===== src/rtl/mux_nway_pipe.sv =====
`default_nettype none
// ============================================================================
// Module   : mux_nway_pipe
// Purpose  : Registered N-way channel select (explicit or round-robin) feeding
//            a 2-entry skid buffer with a valid/ready output.
// Revision : 1.0 - initial release
// ============================================================================
module mux_nway_pipe #(
    parameter int WIDTH   = 64,
    parameter int NUM_IN  = 4,
    parameter int SELW    = $clog2(NUM_IN),
    parameter int RR_MODE = 0
) (
    input  logic                    clk,
    input  logic                    reset,
    input  logic [NUM_IN-1:0]       in_valid,
    input  logic [NUM_IN*WIDTH-1:0] in_data,
    output logic [NUM_IN-1:0]       in_ready,
    input  logic [SELW-1:0]         sel,
    output logic                    out_valid,
    output logic [WIDTH-1:0]        out_data,
    output logic [SELW-1:0]         out_src,
    input  logic                    out_ready
);

    logic [1:0]       r_count;
    logic [WIDTH-1:0] r_data [2];
    logic [SELW-1:0]  r_src  [2];
    logic             r_rd;
    logic             r_wr;

    logic [SELW-1:0]  w_grant;
    logic             w_grant_vld;
    logic             w_slot_free;
    logic             w_push;
    logic             w_pop;
    logic [WIDTH-1:0] w_push_data;

    generate
        if (RR_MODE != 0) begin : g_rr
            logic [SELW-1:0] r_ptr;
            logic [SELW-1:0] w_rr_grant;
            logic            w_rr_found;

            // Search starts one past the last accepted channel and wraps.
            always_comb begin
                logic [SELW:0] v_idx;
                logic          v_found;
                v_idx      = '0;
                v_found    = 1'b0;
                w_rr_grant = '0;
                for (int k = 1; k <= NUM_IN; k++) begin
                    v_idx = {1'b0, r_ptr} + (SELW+1)'(k);
                    if (v_idx >= (SELW+1)'(NUM_IN)) begin
                        v_idx = v_idx - (SELW+1)'(NUM_IN);
                    end
                    if (!v_found && in_valid[v_idx[SELW-1:0]]) begin
                        v_found    = 1'b1;
                        w_rr_grant = v_idx[SELW-1:0];
                    end
                end
                w_rr_found = v_found;
            end

            always_ff @(posedge clk or negedge reset) begin
                if (!reset) begin
                    r_ptr <= SELW'(NUM_IN - 1);
                end else if (w_push) begin
                    r_ptr <= w_grant;
                end
            end

            assign w_grant     = w_rr_grant;
            assign w_grant_vld = w_rr_found;
        end else begin : g_sel
            assign w_grant     = sel;
            assign w_grant_vld = ({1'b0, sel} < (SELW+1)'(NUM_IN));
        end
    endgenerate

    // Readiness comes from the registered fill level only, never from out_ready.
    assign w_slot_free = reset & (r_count != 2'd2);

    always_comb begin
        in_ready = '0;
        if (w_grant_vld && w_slot_free) begin
            in_ready[w_grant] = 1'b1;
        end
    end

    always_comb begin
        w_push_data = '0;
        for (int i = 0; i < NUM_IN; i++) begin
            if (SELW'(i) == w_grant) begin
                w_push_data = in_data[i*WIDTH +: WIDTH];
            end
        end
    end

    assign w_push    = w_grant_vld & w_slot_free & in_valid[w_grant];
    assign out_valid = (r_count != 2'd0);
    assign w_pop     = out_valid & out_ready;

    always_ff @(posedge clk or negedge reset) begin
        if (!reset) begin
            r_count   <= 2'd0;
            r_rd      <= 1'b0;
            r_wr      <= 1'b0;
            r_data[0] <= '0;
            r_data[1] <= '0;
            r_src[0]  <= '0;
            r_src[1]  <= '0;
        end else begin
            if (w_push) begin
                r_data[r_wr] <= w_push_data;
                r_src[r_wr]  <= w_grant;
                r_wr         <= ~r_wr;
            end
            if (w_pop) begin
                r_rd <= ~r_rd;
            end
            case ({w_push, w_pop})
                2'b10:   r_count <= r_count + 2'd1;
                2'b01:   r_count <= r_count - 2'd1;
                default: r_count <= r_count;
            endcase
        end
    end

    assign out_data = r_data[r_rd];
    assign out_src  = r_src[r_rd];

endmodule
`default_nettype wire


===== config.mk =====
export PLATFORM = sky130hd
export DESIGN_NAME = mux_nway_pipe
export DESIGN_NICKNAME = d
export VERILOG_FILES = /design/src/rtl/mux_nway_pipe.sv
export SDC_FILE = /design/constraint.sdc
export NUM_CORES = 1
export LEC_CHECK = 0
export CAP_MARGIN = 30
export CORE_ASPECT_RATIO = 0.9
export CORE_MARGIN = 4
export CORE_UTILIZATION = 40
export DETAILED_ROUTE_END_ITERATION = 16
export PLACE_DENSITY_LB_ADDON = 0.1
export SYNTH_ARGS = -nofsm -noshare
export SYNTH_HDL_FRONTEND = slang
export SYNTH_SLANG_ARGS = --single-unit

===== constraint.sdc =====
create_clock -name clk -period 2 [get_ports clk]
set_clock_uncertainty 0.05 [all_clocks]
set_input_delay 0.3 -clock clk [delete_from_list [all_inputs] [get_ports clk]]
set_output_delay 0.3 -clock clk [all_outputs]
set_load 0.1 [all_outputs]

After elaboration in Yosys (flattened, before gate mapping):

Index checks and enable logic that the tools add are counted.

* register bits: 136
* bits of input ports: 265

* $add $sub $neg: 2
* $lt $le $gt $ge: 5
* equality and inequality tests: 6
* multiplexer cells: 22
* bitwise logic cells: 7
* reduce and logical (&&, ||, !) cells: 5

Operators by type and width (number)
* $mux 64: 8
* $bwmux 128: 1
* $demux 64 s1: 1
* $mux 2: 4
* $bwmux 4: 1
* $eq 2x2->1 const A: 2
* $ge 2x2->1 const B: 2
* $mux 4: 1
* $not 1->2: 2
* $pmux 2 s2: 1
* $reduce_bool 2->1: 2
* $and 1x1->1: 3
* $lt 2x3->1 const B: 1
* $add 2x1->2 const B: 1
* $bmux 1 s2: 1
* $demux 1 s2: 1
* $demux 2 s1: 1
* $eq 1x2->1 const A: 1
* $eq 2x1->1 const B: 1
* $eq 2x2->1 const B: 1
* $ge 2x1->1 const B: 1
* $logic_and 1x1->1: 2
* $logic_not 2->1: 1
* $lt 2x1->1 const B: 1
* other kinds (4): 6

Longest topological paths before layout:

Gate-level depths: netlist of run 1.

* word-level depth: 6
* depth in mapped cells: 7

Least setup slack after synthesis of run 1:

OpenSTA, ideal clock, no wires.

* kind: in2out
* start point: input sel[0]
* end point: output in_ready[1]
* data arrival time: 2977 ps
* data required time: 1650 ps
* path slack: -1327 ps
* stages on the path: 4
* buffers on the path: 2
* cells stage by stage: buf_6 > clkbuf_1 > inv_1 > nor3_1

* word-level cells in the longest chain between the ends: 5
* elaborated cells on any way between the ends: 6
* classes of those cells: order compare (2); mux (3); reduce/logical (1)

RTL lines
* start: declaration: RTL line 19 `input logic [SELW-1:0] sel,`
* $lt 2x3->1 (not written as such) or $ge 2x1->1 (tied branches): RTL line 87 `in_ready[w_grant] = 1'b1;`
* $logic_and 1x1->1 (not written as such): RTL line 87
* $mux 1 (not written as such): RTL line 87
* $demux 1 s2 (*): RTL line 87
* $mux 4 (*): RTL line 86 `if (w_grant_vld && w_slot_free) begin`
* end: declaration: RTL line 18 `output logic [NUM_IN-1:0] in_ready,`

Mark *: on every way between the ends. The rest lies on a longest branch, timed or not.

Worst setup path after layout of run 1:

* start point: register r_rd
* end point: output out_data[10]

* word-level cells in the longest chain between the ends: 4

RTL lines
* start: declaration: RTL line 29 `logic r_rd;`
* start signal: assignment: RTL line 120 `r_rd <= ~r_rd;`
* $not 1->2 (not written as such): RTL line 130 `assign out_data = r_data[r_rd];`
* $mux 64 (not written as such) (3 in a row): RTL line 130
* end: declaration: RTL line 21 `output logic [WIDTH-1:0] out_data,`

Every way passes these cells. The select of a mux whose other input is x is not followed.

==> qor.yml, run 1 <==
outcome:
  status: "finished, violations left"
  violations: "hold timing, setup timing"
sta:
  tns_ps: -408
  finalHoldViolations: 1
  min_period_ps: 2030
  worst_pin_slew_ps: 751
  hold_ws_ps: -0.281
  clock.fmax_mhz: 493
  fin_crit_sh_pct: 101
  rsz0062_at_grt: "true"
  setup_slack_ps: -27.4
  setup_violations: 35
  drv_slew: 0
  slew_headroom_pct: 49.7
hold_path:
  hold_class: "in -> async"
clock_network:
  htree_levels: 4
  cts_buffers: 17
  clk_latency_ps: 400
  cts_tree: "done"
  clkTransAtPathRegs_ps: 50
  clock_sink_count: 136
  cts-root-buf: "clkbuf_16"
  clock_path_buffers: 2
worst_setup_path:
  crit_type: "reg -> out"
  crit_fanout: 20
  critPathArrivalTime_ps: 1680
  end_kind: "output port"
  cp_cell_sequence: "buf_12 -> mux2_2 -> buf_12"
  cpPeakStageDelay_ps: 500
  cp_common_cell: "buf_12"
  crit_slowest_cell: "dfrtp_4"
  start_kind: "flop"
  critPathRequiredTime_ps: 1650
global_route:
  antenna_found_initial: 0
  groute.usage.overall_pct: 20.3
  grt_pass1_vias: 6371
  grt_max_degree: 121
  grt_pass1_wl_um: 34500
  overflow: 0
floorplan:
  start_util_pct: 41.4
  die_y_um: 140
  boundaryPins: 336
  fp.dieW_um: 154
  num_rows: 47
  core_area_mm2: 0.0186
  dieArea_mm2: 0.0216
route:
  drt_pass1_iterations: 4
  wl_per_cell_um: 20.7
  ant_nets: 0
  dr_total_vias: 5474
  drtIter0Drc: 155
  routed_wl_um: 21800
  vias_per_cell: 5.19
  drcViolationCount: 0
logic_synthesis:
  yosysWarnings: 0
  avgSynthCellArea_um2: 16.9
  async_flop_share_pct: 100
  synth_seq_cells: 136
  synth_edf_count: 0
  synth_flop_cell: "dfrtp_1"
  synth_area_mm2: 0.00771
  ys_seq_area_share_pct: 44.1
  synth.distinct_cells: 24
  syn_inst: 456
  syn_nets: 722
place:
  io_buffers: 335
  hpwl_um: 16700
  gp_congestion: 0.845
  place_area_mm2: 0.0121
cells_and_area:
  drive_gt1_share_pct: 44.7
  fin_nets: 1062
  stdcell_area_mm2: 0.0129
  final_common_cell: "clkdlybuf4s50_1"
  final_util_pct: 69.3
  final_cell_mix: "clkdlybuf4s50_1, dfrtp_1, mux2_2"
  antenna_cells: 0
  synthToLayoutAreaGrowth_pct: 67.6
flow_run:
  drv_cap: 0
[repair_timing]
action	CTS	global route
gates resized for setup	6	5
hold endpoints to repair	16	0
setup endpoints to repair	59	69
setup buffers	2	1
hold buffers	1	0
[final timing paths]
kind / startpoint / endpoint / slack (ps) / depth (start not counted)
max: r_rd / out_data[10] / -30 / 3
min: reset / r_data[45] / -0.3 / 2
max reg2reg: r_count[0] / r_count[1] / 220 / 6
min reg2reg: r_data[62] / r_data[62] / 440 / 1
max in group asynchronous: reset / r_rd / 820 / 2
min in group clk: reset / r_wr / 210 / 3
[state kept, by name, indices dropped and copies added (netlist names)]
signal,cells
r_rd,1
r_wr,1
r_src,4
r_data,128
r_count,2
[worst max-delay path, delay by kind of cell, from the launching register on]
family	cells	cell delay, ps
buf+inv	2	370
flops	1	500
mux	1	380
[synth_stat cells (all sizes together), types with 2 or more instances]
master  instances  share of area, %
mux2          198                31
dfrtp         136                44
nand3           2              0.13
clkbuf         11              0.54
nor2            3              0.15
xor2            2              0.23
xnor2           3              0.34
mux4           65                19
buf            26               3.6
nor3            2              0.13
[metrics by stage]
stage	setup WS [ps]	cells	hold WS, ps
floorplan	18.5	456	-45.6
global placement	-195	1018	115
detailed placement	-234	1018	120
CTS	-56.0	1053	43.5
global route	-86.5	1054	67.1
finish	-27.4	1054	-0.281
[routing by layer]
metal  GRT usage [%]  up-vias  part of all wire [%]
li1                -     2442                     -
met1            23.8     2802                    38
met2            36.5      216                    53
met3            6.36       14                   8.0
met4            4.79        0                   1.1
met5               0        -                     0
[area by class of cell]
type | count | area (um2)
clock buffer | 19 | 443
clock inverter | 13 | 273
fill | 1245 | 5720
inverter | 1 | 3.75
multi-input combinational | 282 | 4080
sequential | 136 | 3410
tap | 245 | 307
timing repair buffer | 358 | 4410
[kinds of logic after synthesis]
logic type | Yosys count | share of synthesized area (%)
xor+xnor | 5 | 0.568
fa+ha+maj | 1 | 0.162
buf+inv | 38 | 4.20
flops | 136 | 44.1
mux | 263 | 49.9
simple gates | 13 | 1.05
Power of run 1 is not shown: default switching activity piles up to over one toggle a cycle in this logic, so the estimate is an artifact.
==> inputs of run 2 (changes only) <==
Settings changed: CORE_UTILIZATION 40 to 39.
Clock period 2 ns to 1.75 ns, I/O delays scaled along.
==> qor.yml, run 2 (synthesized netlist as in run 1, its figures left out) <==
floorplan:
  num_rows: 48  # was 47
  core_area_mm2: 0.0193  # was 0.0186 mm2
  dieArea_mm2: 0.0221  # was 0.0216 mm2
  start_util_pct: 40.0  # was 41.4%
  fp.dieW_um: 156  # was 154 um
  die_y_um: 141  # was 140 um
  boundaryPins: 336  # unchanged
worst_setup_path:
  crit_type: "reg -> out"  # unchanged
  crit_fanout: 17  # was 20
  critPathArrivalTime_ps: 1680  # about the same
  r2r_end: "r_data[22]"  # was r_count[1]
  cp_cell_sequence: "buf_12 -> buf_16 -> mux2_2 -> buf_12"  # was buf_12 -> mux2_2 -> buf_12
  crit_family: "buffers and inverters"  # was flip-flops
  rrSetupSlack_ps: 30  # was 220 ps
  start_kind: "flop"  # unchanged
  cp_num_buf_inv: 3  # was 2
  r2r-start: "r_count[0]"  # unchanged
  cpPeakStageDelay_ps: 410  # was 500 ps
  critPathRequiredTime_ps: 1440  # was 1650 ps
  crit_slowest_cell: "dfrtp_2"  # was dfrtp_4
  reg2reg_depth: 6  # unchanged
  cp_common_cell: "buf_12"  # unchanged
  end_kind: "output port"  # unchanged
sta:
  setup_violations: 67  # was 35
  slew_headroom_pct: 48.0  # was 49.7%
  rsz0062_at_grt: "true"  # unchanged
  worst_pin_slew_ps: 780  # was 751 ps
  fin_crit_sh_pct: 114
  hold_ws_ps: 83.1  # was -0.281 ps
  setup_slack_ps: -247  # was -27.4 ps
  min_period_ps: 2000
  clock.fmax_mhz: 501
  finalHoldViolations: 0  # was 1
  drv_slew: 0  # unchanged
pwr:
  power_frac_clock_pct: 12.2
  p_int_mw: 16.7
  ir_worst_vdd_mv: 1.85
  combinationalPowerShare_pct: 69.7
  leakage_nw: 5.80
  p_per_area_mw_per_mm2: 2340
  p_sw_mw: 14.7
  seqPwrFrac_pct: 18.1
  switching_share_pct: 46.9
cells_and_area:
  regMostFlops: "r_data"  # unchanged
  antenna_cells: 0  # unchanged
  drive_gt1_share_pct: 50.8  # was 44.7%
  final_common_cell: "clkdlybuf4s50_1"  # unchanged
  fillers: 1314  # was 1245
  finalNonFillerCells: 1079  # was 1054
  largest_reg_flops: 128  # unchanged
  fin_nets: 1082  # was 1062
  top_regs: "r_data: 128 flops, r_src: 4 flops, r_count: 2 flops"  # unchanged
  synthToLayoutAreaGrowth_pct: 73.7  # was 67.6%
  final_util_pct: 69.5  # was 69.3%
  final_cell_mix: "clkdlybuf4s50_1, dfrtp_1, mux2_4"  # was clkdlybuf4s50_1, dfrtp_1, mux2_2
  stdcell_area_mm2: 0.0134  # was 0.0129 mm2
place:
  dp_slack_ps: -486  # was -234 ps
  hpwl_um: 16700  # about the same
  dpl.cell_count: 1029  # was 1018
  gp_congestion: 0.775  # was 0.845
  place_area_mm2: 0.0123  # was 0.0121 mm2
  io_buffers: 335  # unchanged
route:
  drtIter0Drc: 186  # was 155
  drcViolationCount: 0  # unchanged
  ant_nets: 0  # unchanged
  dr_total_vias: 5607  # was 5474
  drt_pass1_iterations: 5  # was 4
  routed_wl_um: 23200  # was 21800 um
  wl_per_cell_um: 21.5  # was 20.7 um
  vias_per_cell: 5.20  # was 5.19
clock_network:
  clkTransAtPathRegs_ps: 60  # was 50 ps
  cts_buffers: 17  # unchanged
  clk_latency_ps: 420  # was 400 ps
  clock_sink_count: 136  # unchanged
  cts-root-buf: "clkbuf_16"  # unchanged
  clock_path_buffers: 2  # unchanged
  cts_tree: "done"  # unchanged
  htree_levels: 4  # unchanged
hold_path:
  hold_class: "in -> async"  # unchanged
global_route:
  overflow: 0  # unchanged
  groute.usage.overall_pct: 20.6  # was 20.3%
  grt_pass1_vias: 6233  # was 6371
  antenna_found_initial: 0  # unchanged
  grt_pass1_wl_um: 34700  # was 34500 um
  grt_max_degree: 73  # was 121
flow_run:
  drv_cap: 0  # unchanged
outcome:
  violations: "setup timing"  # was hold timing, setup timing
  status: "finished, violations left"  # unchanged
run 2: power groups by stage:
| stage | combinational [mW] | sequential [mW] | clock, mW |
|---|---|---|---|
| 2_1_floorplan | 13.9 | 5.36 | 0 |
| 3_3_place_gp | 20.9 | 5.55 | 0 |
| 3_5_place_dp | 21.0 | 5.67 | 0 |
| 4_1_cts | 21.6 | 5.64 | 3.90 |
| 5_1_grt | 22.5 | 5.86 | 4.06 |
| 6_report | 21.9 | 5.68 | 3.84 |
run 2: how the worst max path moves through the flow:
stage / start / endpoint / cells after the start
3_5_place_dp: in_valid[3] / r_data[22] / 5
5_1_grt: r_rd / out_data[34] / 4
6_report: r_rd / out_data[27] / 4
3_3_place_gp: in_valid[3] / r_data[22] / 5
2_1_floorplan: r_rd / out_data[0] / 3
4_1_cts: r_rd / out_data[9] / 4
run 2: worst reg2reg max path, cell delays in order, from the launching register on:
cell,delay [ps]
dfrtp_1,400
nand2b_4,190
buf_6,140
nand4_4,120
buf_12,160
buf_8,190
mux2_2,350
run 2: what timing repair did:
item                                    4_1_cts  5_1_grt
endpoints found under the setup margin       83      136
pin swaps                                     3        1
hold buffers                                  1        0
setup buffers                                 6        4
gates cloned                                  4        3
endpoints found under the hold margin        76        0
resized for setup                            17       23
run 2: layout make-up:
class,count,area (um2),area share [%]
Inverter,1,3.75,0.0280
Multi-Input combinational cell,282,4310,32.1
Clock inverter,12,174,1.30
Sequential cell,136,3400,25.4
Tap cell,250,313,2.33
Timing Repair Buffer,378,4740,35.4
Clock buffer,20,457,3.41
run 2: through the flow:
| stage | power, mW | setup TNS (ps) |
|---|---|---|
| floorplan | 19.3 | -6560 |
| global placement | 26.4 | -50930 |
| detailed placement | 26.7 | -54730 |
| CTS | 31.2 | -15410 |
| global route | 32.5 | -18000 |
| finish | 31.4 | -14500 |
run 2: per-layer routing:
| metal | part of all wire, % | GRT usage [%] | wire length (um) | vias up |
|---|---|---|---|---|
| li1 | - | - | - | 2485 |
| met1 | 38 | 24.3 | 8840 | 2895 |
| met2 | 53 | 36.4 | 12300 | 210 |
| met3 | 7.6 | 6.34 | 1770 | 17 |
| met4 | 1.3 | 5.62 | 306 | 0 |
| met5 | 0 | 0 | 0 | - |
Power figures use the tool's default switching activity.
